`src/rtl/fp_norm_pkg.sv`:
```
// rtl/fp_norm_pkg.sv - shared types and constants for the FP normalise/round pipeline
package fp_norm_pkg;

  typedef enum logic [1:0] {
    RM_RNE = 2'd0,
    RM_RTZ = 2'd1,
    RM_RUP = 2'd2,
    RM_RDN = 2'd3
  } rm_e;

  localparam int FLG_OVF  = 3;
  localparam int FLG_UNF  = 2;
  localparam int FLG_INX  = 1;
  localparam int FLG_ZERO = 0;

  localparam int HALF_EXP_W    = 5;
  localparam int HALF_FRAC_W   = 10;
  localparam int HALF_BIAS     = 15;
  localparam int SINGLE_EXP_W  = 8;
  localparam int SINGLE_FRAC_W = 23;
  localparam int SINGLE_BIAS   = 127;
  localparam int DOUBLE_EXP_W  = 11;
  localparam int DOUBLE_FRAC_W = 52;
  localparam int DOUBLE_BIAS   = 1023;

endpackage

```
`src/rtl/fp_norm_round_pipe_lod.sv`:
```
// rtl/fp_norm_round_pipe_lod.sv - parametrised leading-one priority encoder
module lead_one_detect #(
  parameter int W  = 28,
  parameter int IW = $clog2(W)
) (
  input  logic [W-1:0]  din,
  output logic [IW-1:0] idx,
  output logic          zero
);

  always_comb begin
    idx  = '0;
    zero = 1'b1;
    for (int i = 0; i < W; i++) begin
      if (din[i]) begin
        idx  = IW'(i);
        zero = 1'b0;
      end
    end
  end

endmodule

```
`src/rtl/fp_norm_round_pipe.sv`:
```
// rtl/fp_norm_round_pipe.sv - two-stage normalise/round/exception stage of the FP adder
import fp_norm_pkg::*;

module fp_norm_round_pipe #(
  parameter int EXP_W  = 8,
  parameter int FRAC_W = 23,
  parameter int BIAS   = 2**(EXP_W-1)-1
) (
  input  logic                      clk,
  input  logic                      rst,
  input  logic                      in_valid,
  output logic                      in_ready,
  input  logic                      in_sign,
  input  logic [EXP_W-1:0]          in_exp,
  input  logic [FRAC_W+4:0]         in_mant,
  input  logic [1:0]                in_rm,
  output logic                      out_valid,
  input  logic                      out_ready,
  output logic [EXP_W+FRAC_W:0]     out_result,
  output logic [3:0]                out_flags
);

  localparam int M   = FRAC_W + 5;
  localparam int NM  = FRAC_W + 3;
  localparam int E   = EXP_W + 2;
  localparam int IW  = $clog2(M);
  localparam int HID = FRAC_W + 3;
  localparam logic [EXP_W-1:0] EXP_INF  = EXP_W'(2 * BIAS + 1);
  localparam logic [EXP_W-1:0] EXP_MAXF = EXP_W'(2 * BIAS);

  logic              s1_valid_q, s1_valid_d;
  logic              s2_valid_q, s2_valid_d;
  logic              s1_sign_q, s1_sign_d;
  rm_e               s1_rm_q, s1_rm_d;
  logic              s1_zero_q, s1_zero_d;
  logic [E-1:0]      s1_exp_q, s1_exp_d;
  logic [NM-1:0]     s1_mant_q, s1_mant_d;
  logic [EXP_W+FRAC_W:0] out_result_q, out_result_d;
  logic [3:0]        out_flags_q, out_flags_d;

  logic s1_load, s2_load;
  logic [IW-1:0] lead_idx;
  logic          lead_zero;

  lead_one_detect #(.W(M), .IW(IW)) u_lod (
    .din  (in_mant),
    .idx  (lead_idx),
    .zero (lead_zero)
  );

  always_comb begin
    s2_load  = s1_valid_q & (~s2_valid_q | out_ready);
    in_ready = ~s1_valid_q | s2_load;
    s1_load  = in_valid & in_ready;
  end

  // Stage 1: the hidden bit is implied after normalisation, so only fraction+GRS is kept.
  logic [IW-1:0] sh;
  logic [E-1:0]  exp_ext, n_exp;
  logic [NM-1:0] n_mant;

  always_comb begin
    sh      = IW'(HID) - lead_idx;
    exp_ext = {2'b00, in_exp};
    if (in_mant[M-1]) begin
      n_mant = {in_mant[M-2:2], |in_mant[1:0]};
      n_exp  = exp_ext + E'(1);
    end else begin
      n_mant = in_mant[NM-1:0] << sh;
      n_exp  = exp_ext - E'(sh);
    end
    s1_valid_d = s1_load | (s1_valid_q & ~s2_load);
    s1_sign_d  = s1_load ? in_sign      : s1_sign_q;
    s1_rm_d    = s1_load ? rm_e'(in_rm) : s1_rm_q;
    s1_zero_d  = s1_load ? lead_zero    : s1_zero_q;
    s1_exp_d   = s1_load ? n_exp        : s1_exp_q;
    s1_mant_d  = s1_load ? n_mant       : s1_mant_q;
  end

  // Stage 2: round, then apply zero / overflow / underflow overrides.
  logic              inexact, round_up, to_inf, ovf, unf;
  logic [FRAC_W:0]   rnd_sum;
  logic [E-1:0]      e2;
  logic [EXP_W+FRAC_W:0] rnd_result;
  logic [3:0]        rnd_flags;

  always_comb begin
    inexact  = |s1_mant_q[2:0];
    round_up = 1'b0;
    case (s1_rm_q)
      RM_RNE:  round_up = s1_mant_q[2] & (s1_mant_q[1] | s1_mant_q[0] | s1_mant_q[3]);
      RM_RTZ:  round_up = 1'b0;
      RM_RUP:  round_up = inexact & ~s1_sign_q;
      RM_RDN:  round_up = inexact & s1_sign_q;
      default: round_up = 1'b0;
    endcase
    // A fraction carry-out means the mantissa rolled over to 2.0: frac wraps to 0, exp+1.
    rnd_sum = {1'b0, s1_mant_q[NM-1:3]} + {{FRAC_W{1'b0}}, round_up};
    e2      = s1_exp_q + {{(E-1){1'b0}}, rnd_sum[FRAC_W]};
    ovf     = ~e2[E-1] & (e2 >= {2'b00, EXP_INF});
    unf     = e2[E-1] | (e2 == '0);
    to_inf  = (s1_rm_q == RM_RNE) | ((s1_rm_q == RM_RUP) & ~s1_sign_q) |
              ((s1_rm_q == RM_RDN) & s1_sign_q);

    rnd_result         = {s1_sign_q, e2[EXP_W-1:0], rnd_sum[FRAC_W-1:0]};
    rnd_flags          = '0;
    rnd_flags[FLG_INX] = inexact;
    if (s1_zero_q) begin
      rnd_result          = {s1_rm_q == RM_RDN, {(EXP_W+FRAC_W){1'b0}}};
      rnd_flags           = '0;
      rnd_flags[FLG_ZERO] = 1'b1;
    end else if (ovf) begin
      rnd_result         = to_inf ? {s1_sign_q, EXP_INF, {FRAC_W{1'b0}}}
                                  : {s1_sign_q, EXP_MAXF, {FRAC_W{1'b1}}};
      rnd_flags          = '0;
      rnd_flags[FLG_OVF] = 1'b1;
      rnd_flags[FLG_INX] = 1'b1;
    end else if (unf) begin
      rnd_result          = {s1_sign_q, {(EXP_W+FRAC_W){1'b0}}};
      rnd_flags           = '0;
      rnd_flags[FLG_UNF]  = 1'b1;
      rnd_flags[FLG_INX]  = 1'b1;
      rnd_flags[FLG_ZERO] = 1'b1;
    end

    s2_valid_d   = s2_load | (s2_valid_q & ~out_ready);
    out_result_d = s2_load ? rnd_result : out_result_q;
    out_flags_d  = s2_load ? rnd_flags  : out_flags_q;
  end

  always_ff @(posedge clk or posedge rst) begin
    if (rst) begin
      s1_valid_q   <= 1'b0;
      s2_valid_q   <= 1'b0;
      s1_sign_q    <= 1'b0;
      s1_rm_q      <= RM_RNE;
      s1_zero_q    <= 1'b0;
      s1_exp_q     <= '0;
      s1_mant_q    <= '0;
      out_result_q <= '0;
      out_flags_q  <= '0;
    end else begin
      s1_valid_q   <= s1_valid_d;
      s2_valid_q   <= s2_valid_d;
      s1_sign_q    <= s1_sign_d;
      s1_rm_q      <= s1_rm_d;
      s1_zero_q    <= s1_zero_d;
      s1_exp_q     <= s1_exp_d;
      s1_mant_q    <= s1_mant_d;
      out_result_q <= out_result_d;
      out_flags_q  <= out_flags_d;
    end
  end

  assign out_valid  = s2_valid_q;
  assign out_result = out_result_q;
  assign out_flags  = out_flags_q;

endmodule
```
`config.mk`:
```
export PLATFORM = sky130hd
export DESIGN_NAME = fp_norm_round_pipe
export DESIGN_NICKNAME = d
export VERILOG_FILES = /design/src/rtl/fp_norm_pkg.sv /design/src/rtl/fp_norm_round_pipe_lod.sv /design/src/rtl/fp_norm_round_pipe.sv
export SDC_FILE = /design/constraint.sdc
export NUM_CORES = 1
export LEC_CHECK = 0
export CAP_MARGIN = 25
export CORE_UTILIZATION = 57
export CTS_BUF_LIST = sky130_fd_sc_hd__clkbuf_4 sky130_fd_sc_hd__clkbuf_8 sky130_fd_sc_hd__clkbuf_16
export DETAILED_ROUTE_END_ITERATION = 8
export GPL_TIMING_DRIVEN = 0
export PLACE_DENSITY_LB_ADDON = 0.05
export SYNTH_ARGS = -nofsm -noshare
export SYNTH_HDL_FRONTEND = slang
export SYNTH_SLANG_ARGS = --single-unit
```
`constraint.sdc`:
```
create_clock -name clk -period 4.78 [get_ports clk]
set_input_delay 0.717 -clock clk [delete_from_list [all_inputs] [get_ports clk]]
set_output_delay 0.717 -clock clk [all_outputs]
set_load 0.02 [all_outputs]
```
## After elaboration in Yosys (flattened, before gate mapping)

Cells that the tools add are included.
W data, S select, Z words.

- Flip-flop bits (word level): 78
- Input port bits: 43
- Output and inout port bits: 38

- $add $sub $neg: 5
- Order comparisons: 1
- Equality and inequality tests: 3
- Shifts and indexed selects: 1
- Muxes and demuxes: 65
- Bitwise logic cells: 25
- Reduce and logical (&&, ||, !) cells: 4

Operators by type and width:

| cell | count |
|---|---|
| $mux W31 | 2 |
| $mux W5 | 12 |
| $mux W4 | 10 |
| $mux W32 | 1 |
| $mux W1 | 29 |
| $mux W26 | 1 |
| $shl A26 B5 Y26 | 1 |
| $add A23 B1 Y24 | 1 |
| $mux W24 | 1 |
| $mux W3 | 5 |
| $add A10 B1 Y10 | 1 |
| $and A1 B1 Y1 | 10 |
| $ge A10 B8 Y1 const B | 1 |
| $logic_not A10 Y1 | 1 |
| $mux W10 | 1 |
| $add A8 B1 Y9 const B | 1 |
| $or A1 B1 Y1 | 9 |
| $sub A8 B5 Y9 | 1 |
| $not A1 Y1 | 6 |
| $sub A5 B5 Y5 const A | 1 |
| $eq A2 B2 Y1 const B | 2 |
| $mux W2 | 2 |
| $pmux W1 S4 | 1 |
| $reduce_or A3 Y1 | 1 |
| other kinds (3) | 3 |

## Longest topological paths before layout

- Word-level depth: 30
- Mapped depth: 24
- Gate-level depth less buffers: 21

## Modules after synthesis

A second synthesis with hierarchy kept.

- Cell total of the unflattened synthesis: 659
- Area total of the unflattened synthesis: 5,858.1 um2

By module, submodules not included:

| module | times used | cells each | area each (um2) | seq. area each (um2) |
|---|---|---|---|---|
| fp_norm_round_pipe | 1 | 605 | 5,544.1 | 1,951.9 |
| lead_one_detect | 1 | 54 | 314.1 | 0.0 |

## Least setup slack after synthesis

OpenSTA, ideal clock, no wires.

- Path type: input to register
- From: input in_mant[21]
- To: register s1_exp_q[8]
- Setup time: 83 ps
- Data arrival time: 4,465 ps
- Setup slack: 233 ps
- Stages: 21
- Buffers on the path: 5
- Path through: buf_6 or3_1 a211o_1 and3_1 buf_6 nor2_8 inv_4 ha_1 xor2_2 inv_2 buf_2 buf_4 buf_2 ha_1 nor2b_1 o21ai_0 nand2b_1 a2111o_1 nor3_1 a41oi_1 o21ai_0

- Longest elaborated chain between the ends: 10

Ends and longest elaborated chain:

| element | line | RTL |
|---|---|---|
| start: declaration | fp_norm_round_pipe.sv:15 | `input logic [FRAC_W+4:0] in_mant,` |
| $mux W5 (7 in a row) | fp_norm_round_pipe_lod.sv:15 | `if (din[i]) begin` |
| $sub A5 B5 Y5 | fp_norm_round_pipe.sv:63 | `sh = IW'(HID) - lead_idx;` |
| $sub A8 B5 Y9 | fp_norm_round_pipe.sv:70 | `n_exp = exp_ext - E'(sh);` |
| $mux W10 | fp_norm_round_pipe.sv:65 | `if (in_mant[M-1]) begin` |
| end signal: assignment | fp_norm_round_pipe.sv:148 | `s1_exp_q <= s1_exp_d;` |
| end: declaration | fp_norm_round_pipe.sv:36 | `logic [E-1:0] s1_exp_q, s1_exp_d;` |

No other way between the ends.
A chain may end at the register's enable or synchronous reset.

## Worst setup path after layout

- From: register s1_rm_q[0]
- To: register out_result_q[16] (netlist: out_result[16])

- Longest elaborated chain between the ends: 9
- Elaborated cells between the ends (all ways): 20

Ends and longest elaborated chain:

| element | line | RTL |
|---|---|---|
| start: declaration | fp_norm_round_pipe.sv:34 | `rm_e s1_rm_q, s1_rm_d;` |
| start signal: assignment | fp_norm_round_pipe.sv:146 | `s1_rm_q <= s1_rm_d;` |
| branches (longest 7 deep; another with $add A23 B1 Y24) | - |  |
| $mux W31 * | fp_norm_round_pipe.sv:112 | `end else if (ovf) begin` |
| $mux W32 * | fp_norm_round_pipe.sv:108 | `if (s1_zero_q) begin` |
| end signal: assignment | fp_norm_round_pipe.sv:150 | `out_result_q <= out_result_d;` |
| end: declaration | fp_norm_round_pipe.sv:38 | `logic [EXP_W+FRAC_W:0] out_result_q, out_result_d;` |

Mark *: on every way between the ends.

==> Flow_metrics.wiki <==
{| class="wikitable"
! Metric !! Value
|-
| Critical Path Sink Type || register
|-
| FF-to-FF setup slack || about 150 ps
|-
| Relative slew margins || about two fifths
|-
| Number of buffers added by the clock tree synthesis step || 9
|-
| Most frequent cell after synthesis || nand2_1
|-
| Worst Setup Slack post-DPL || -1173 ps
|-
| Total wire length || approximately 22 mm
|-
| Sequential area share after synthesis || approximately a third
|-
| Required arrival time at the worst endpoint || approximately 5100 ps
|-
| Gate Count Post-Synth || 772
|-
| Most Frequent Cell on Critical Path || ha_1
|-
| Count of state elements after synthesis || just under 80
|-
| Start point of the critical path || s1_rm_q[0]
|-
| Post-synth EDFFs || 0
|-
| Post-synth top area cell || dfrtp_1
|-
| Starting density of the core || 59.50%
|-
| Initial antenna violation count || 0
|-
| Power dissipated by switching net loads || slightly below 0.001 W
|-
| Leading post-synthesis cells by cell area || dfrtp_1, nand2_1, o21ai_0, nor2_1, xnor2_1
|-
| Critical path data arrival time || between 4000 and 5000 ps
|-
| Worst setup SP type || register
|-
| Maximum root-to-sink buffer count || 2
|-
| Clk slew on worst S/H paths || 80 ps
|-
| Clock tree sinks || between 70 and 80
|-
| Net count after synthesis || between 800 and 900
|-
| Max-slew violations || 0
|-
| Average wire per cell in the routed design || about 22 microns
|-
| Depth of the worst register-to-register path || 23
|-
| Portion of total power attributed to combinational logic || a little over two fifths
|-
| Gr ovfl total || 0
|-
| I/O Pins || a little over 80
|-
| Shortest period the worst path allows || 4632 ps
|-
| Fraction of registers with async set/reset || 100.0%
|-
| Post-placement cell area || between 0.007 and 0.008 sq mm
|-
| Endpoints failing setup || 0
|-
| Status || finished clean
|-
| Final design instance area without fill || approximately 0.0075 sq mm
|-
| Clock share of power || 22.6%
|-
| CTS tree || done
|-
| Layout area overhead || 20.47%
|-
| Gpl congestion || around 1.1
|-
| Cell with the largest stage delay on the worst path || dfrtp_1
|-
| Post-CTS Hold Fix Bufs || 0
|-
| Power density cells || 341.8 mW/mm^2
|-
| Worst supply voltage drop on vdd || roughly 0.00024 V
|-
| Capture point of the worst path || out_result[16]
|-
| Internal power consumption || between 0.0015 and 0.002 W
|-
| Number of remaining DRC errors || 0
|-
| Hold Vio Cnt, Final || 0
|-
| Number of synthesis warnings || 0
|-
| Worst reg2reg path startpoint || s1_rm_q[0]
|-
| Via count of the first global-routing pass || 6,269
|-
| Crit path max fanout || 10
|-
| Die area || 0.01129 sq mm
|-
| Hold/Removal Path Class || reg -> reg
|-
| Total number of placement rows || 37
|-
| Worst setup path class || reg -> reg
|-
| Least-Margin Pin Slew || 923.1 ps
|-
| Post-Syn Area || around 0.0062 sq mm
|-
| Utilization of the core after routing || between 70% and 80%
|-
| Vias per cell || 6.747
|-
| Fraction of layout instances using a drive strength above 1 || about a tenth
|-
| Largest net degree at the start of global routing || between 70 and 80
|-
| Antenna Nets Post-Route || 0
|-
| Hold Slack || around 490 ps
|-
| Estimated wirelength of the detail-placed design || 16.12 mm
|-
| Detailed-routing iteration count for the pre-antenna-repair pass || 5
|-
| Number of H-tree levels || 3
|-
| Core outline area || about 0.010 sq mm
|-
| Die height || around 110 microns
|-
| Sw Share || between 30% and 40%
|-
| Number of vias after detailed routing || approximately 6.7k
|-
| Power consumption || ~0.0026 W
|-
| Most instantiated flip-flop cell in the synthesis netlist || dfrtp_1
|-
| Net count of the finished layout || 906
|-
| Overall fraction of global-route tracks in use || just under 40%
|-
| Width of the chip || around 110 microns
|-
| Leakage power of the design || ~3.0 nW
|-
| Clock root buffer || clkbuf_8
|-
| Relative contribution of sequential cells to total power || 35.4%
|-
| Number of maximum-capacitance constraint violations || 0
|-
| Clock Skew || between 10 and 15 ps
|-
| Max Clk Rate || approximately 220 MHz
|-
| Commonest cells post-synth || nand2_1, dfrtp_1, o21ai_0, nor2_1, a21oi_1
|-
| Area share of the leading cell type in the synthesized netlist || between 30% and 40%
|-
| Starting DRT DRC Count || around 630
|-
| Synthesized area divided by synthesized cell count || approximately 8.0 sq um
|-
| Insertion delay of the later-clocked pin in the worst-skew pair || 360 ps
|-
| Number of buffers added on ports || between 60 and 70
|-
| Post-synthesis cell type count || 78
|-
| Crit path cell chain || and2_1 > ha_1 > nor2_1 > nand2_1 > o21ai_0 > ha_1 > and3_1 > and3_1 > and2_4 > nand3_2 > nor2_4 > ha_1 > ha_2 > xor2_2 > nand4_1 > nor3_1 > o221ai_1 > a22oi_2 > and2_4 > buf_4 > buf_4 > nor2_1 > o21ai_0
|-
| N_diodes || 0
|-
| Reg-to-reg critical path endpoint || out_result[16]
|-
| Smallest setup slack after layout || ~150 ps
|-
| Slowest cell delay on critical path || 430 ps
|-
| First-pass GRT wire length || ~33 mm
|-
| Period utilisation layout || 96.89%
|}
==> flip-flops by register name, indices dropped and copies added, names as in the netlist <==
name / count
out_result: 32
s1_rm_q: 2
s1_mant_q: 26
out_flags: 4
out_valid: 1
s1_zero_q: 1
s1_sign_q: 1
s1_exp_q: 10
s1_valid_q: 1
==> kinds of logic after synthesis <==
family / share of synthesized area (%)
DFF: 31.50
and+or+nand+nor: 24.21
adders and majority gates: 2.746
muxes: 5.794
xor gates and xnor gates: 5.209
AOI/OAI and AO/OA: 25.20
buffers and inverters: 5.350
==> worst min path at each step <==
stage	startpoint	end	slack, ps	cells past startpoint
2_1_floorplan	s1_exp_q[0]	s1_exp_q[0]	460	2
3_3_place_gp	out_result[27]	out_result[27]	460	1
3_5_place_dp	out_result[27]	out_result[27]	470	1
4_1_cts	out_result[27]	out_result[27]	480	1
5_1_grt	out_result[15]	out_result[15]	500	2
6_report	out_result[15]	out_result[15]	490	2
==> through the flow <==
step,cells,setup TNS (ps)
after floorplan,772,0
after detailed placement,977,-36060
after global routing,991,-60.56
final,991,0
after global placement,977,-27780
after CTS,991,0
==> what timing repair did <==
item	4_1_cts	5_1_grt
setup buffers	2	1
endpoints found under the setup margin	52	43
pin swaps	2	3
gates resized for setup	31	30
cloned	0	0
==> layout by cell type, fill, tap and decap left out, drive strengths merged, types with 12 or more instances in the layout <==
cell type | synthesis | routed
and3 | 16 | 16
a31oi | 12 | 12
a21oi | 43 | 43
buf | 19 | 21
ha | 12 | 12
nor4 | 13 | 13
clkdlybuf4s50 | 0 | 62
o21ai | 75 | 75
nor2 | 71 | 71
dfrtp | 78 | 78
xnor2 | 26 | 26
nand2 | 102 | 102
and2 | 12 | 12
nand3 | 33 | 33
nor3 | 16 | 16
clkbuf | 41 | 50
inv | 17 | 16
==> final cells by class <==
cell class	instances	area (sq um)
sequential	78	1952
timing repair buffer	72	704.4
buffer	55	282.8
multi-input combinational	617	4044
clock inverter	3	65.06
clock buffer	13	172.7
fill	794	2950
inverter	17	75.07
tap	136	170.2
==> worst max-delay path, delay by kind of cell (launching register included) <==
kind / cells / cell delay, ps
adder cells (fa/ha/maj): 4 / 920
XOR/XNOR: 1 / 170
AND/OR/NAND/NOR: 12 / 1950
buffers and inverters: 2 / 380
flip-flops: 1 / 430
AO/OA/AOI/OAI: 4 / 670
==> per-layer routing <==
metal  vias to the layer above  GRT usage [%]  wire (microns)
met5                         -              0               0
met4                         0          19.15             848
met3                        78          8.277            1992
met2                       442          62.38           10070
met1                      3189          49.37            8611
li1                       2977              -               -
==> power groups by stage <==
stage          logic, W  clock network, W  registers (W)
5_1_grt         0.00115          0.000601       0.000918
6_report        0.00107          0.000578       0.000903
2_1_floorplan  0.000519                 0       0.000989
3_3_place_gp   0.000981                 0       0.000896
4_1_cts         0.00103          0.000573       0.000897
3_5_place_dp    0.00100                 0       0.000910
(Power assumes the default switching activity.)
==> RTL change: new RTL, same flow settings <==
Change the parameter `EXP_W` from 8 to 9.
--- a/src/rtl/fp_norm_round_pipe.sv
+++ b/src/rtl/fp_norm_round_pipe.sv
@@ -4,3 +4,3 @@
 module fp_norm_round_pipe #(
-  parameter int EXP_W  = 8,
+  parameter int EXP_W  = 9,
   parameter int FRAC_W = 23,
Ports: changed (resized in_exp and out_result); port bits go from 81 to 83. No check against the original RTL was run, so the function may have changed too.
==> RTL change against the unedited design <==
  * The run now ends with setup timing left
  * Clock skew about the same
  * Sequential cell count is 2 higher
  * Final cell count is 1.1% lower
  * Setup slack worse by 270 ps
  * Die area about the same
  * Wire length up 6.0%
  * Via count is 1.8% higher
  * Count of clock-buffer cells in the layout decreased by 1
  * Maximum frequency shrank 5.4%
  * Cell area is 2.5% higher
  * Synthesized area hardly changed
  * Synthesized cell count shrank 3.1%
  * Total power increased by 4.7%
  * Critical path type unchanged
  * Largest power group unchanged
==> RTL change: results (changes against the unedited design) <==
- Commonest cells post-synth: 104 x nand2_1, 80 x dfrtp_1, 76 x nor2_1
- Worst hold slack: 481 ps (-5.32 ps)
- Dpl cell area: 7090 µm² (+0.41%)
- Failing checks: setup timing
- Largest net degree at the start of global routing: 77 (-2.5%)
- Post-synthesis adder-cell area fraction: 2.75% (about the same)
- WP data arrival: 5130 ps (+220 ps)
- Final setup fails: 26 (+26)
- Setup TNS: -1470 ps (-1470 ps)
- Clock skew: 11.5 ps (+0.207 ps)
- Met1 wire length: 8910 µm (+3.5%)
- Yosys cell types: 70 (-10%)
- M3 GR Usage: 5.64% (-2.6 points)
- GRT Total Usage: 38.7% (-0.12 points)
- CP max stage cell: or4_4
- CTS resizes: 20 (-35%)
- Met3 routed WL: 1880 µm (-5.5%)
- M1 GR Usage: 49.4% (about the same)
- Gpl congestion: 0.929 (-14%)
- Post-synthesis mux area share: 7.99% (+2.2 points)
- Final worst setup slack: -117 ps (-265 ps)
- Finished Layout Cells: 980 (-1.1%)
- Placed cells: 954 (-2.4%)
- GR Util met2: 64.9% (+2.5 points)
- Drt first pass iters: 8 (+3)
- Hold Startpoint: out_result[28]$_DFFE_PP0P_
- Gate Count Post-Synth: 748 (-3.1%)
- Compound-gate portion of the synthesized area: 24.3% (-0.85 points)
- Filler cells: 724 (-8.8%)
- Post-synthesis sequential area ratio: 32.3% (+0.80 points)
- HPWL Detailed: 15600 µm (-3.5%)
- First-pass GRT wire length: 33700 µm (+0.72%)
- Pre-CTS WS: -1060 ps (+112 ps)
- Wire length on met2: 11000 µm (+8.8%)
- Fin nets: 897 (-0.99%)
- Net load switching power: 1.04 mW (+7.6%)
- Outcome: finished, violations left
- IR drop worst, VDD: 0.274 mV (+16%)
- DR WL/cell: 23.3 µm (+7.2%)
- LEAKAGE: 3.16 nW (+4.4%)
- Layout cells sized above 1: 11.8% (+1.2 points)
- Sequential cell area: 2000 µm² (+2.6%)
- Largest cells by area after synthesis: dfrtp_1 32%, nand2_1 6.3%, a22o_1 4.7%
- RR Endpoint: out_result[1]$_DFFE_PP0P_
- Slowest stage delay, CP: 550 ps (+120 ps)
- Syn nets: 805 (-2.8%)
- Largest register FFs: 33 (+3.1%)
- WHS Path Cells: 1 (-1)
-- RTL change: cell count changes after synthesis, moves of 6 or more --
cell      unedited run  this run
nand2b_1             9        18
mux2i_1             10        21
nor2_1              70        76
xor2_1               9        23
a221oi_1             5        12
nand3_1             33        25
a211o_1              7         0
xnor2_1             26        16
and2_1              11         5
o21ai_0             72        44
o211ai_1             4        11
and3_1              16         7
a22o_1               4        33
-- RTL change: area by class of cell --
cell class / instances / share of cell area [%]
flip-flops and latches: 80 / 26.2
clock inverters: 3 / 0.851
repair buffers: 83 / 10.8
well taps: 136 / 2.22
plain buffers: 54 / 3.61
clock buffers: 12 / 2.08
multi-input cells: 593 / 53.2
inverters: 19 / 0.998
-- RTL change: worst max path at each step --
stage               slack [ps]                          to                    from
finish                    -120   out_result[1]$_DFFE_PP0P_  s1_rm_q[0]$_DFFE_PP0P_
global route              -120   out_result[1]$_DFFE_PP0P_  s1_rm_q[0]$_DFFE_PP0P_
CTS                         10     s1_exp_q[9]$_DFFE_PP0P_             in_mant[23]
detailed placement       -1060   out_result[1]$_DFFE_PP0P_  s1_rm_q[1]$_DFFE_PP0P_
global placement          -850  out_result[16]$_DFFE_PP0P_  s1_rm_q[0]$_DFFE_PP0P_
floorplan                  120   out_result[0]$_DFFE_PP0P_  s1_rm_q[0]$_DFFE_PP0P_
-- RTL change: logic make-up after synthesis --
logic type	Yosys count
AOI/OAI and AO/OA	214
DFF	80
buffers and inverters	75
and+or+nand+nor	288
muxes	38
xor gates and xnor gates	40
adders and majority gates	13
-- RTL change: power groups by stage --
stage          clock [mW]  sequential (mW)  combinational (mW)
5_1_grt             0.593            0.969                1.22
3_3_place_gp            0            0.933                1.02
4_1_cts             0.553            0.939                1.06
2_1_floorplan           0             1.01               0.571
3_5_place_dp            0            0.949                1.04
6_report            0.566            0.960                1.15
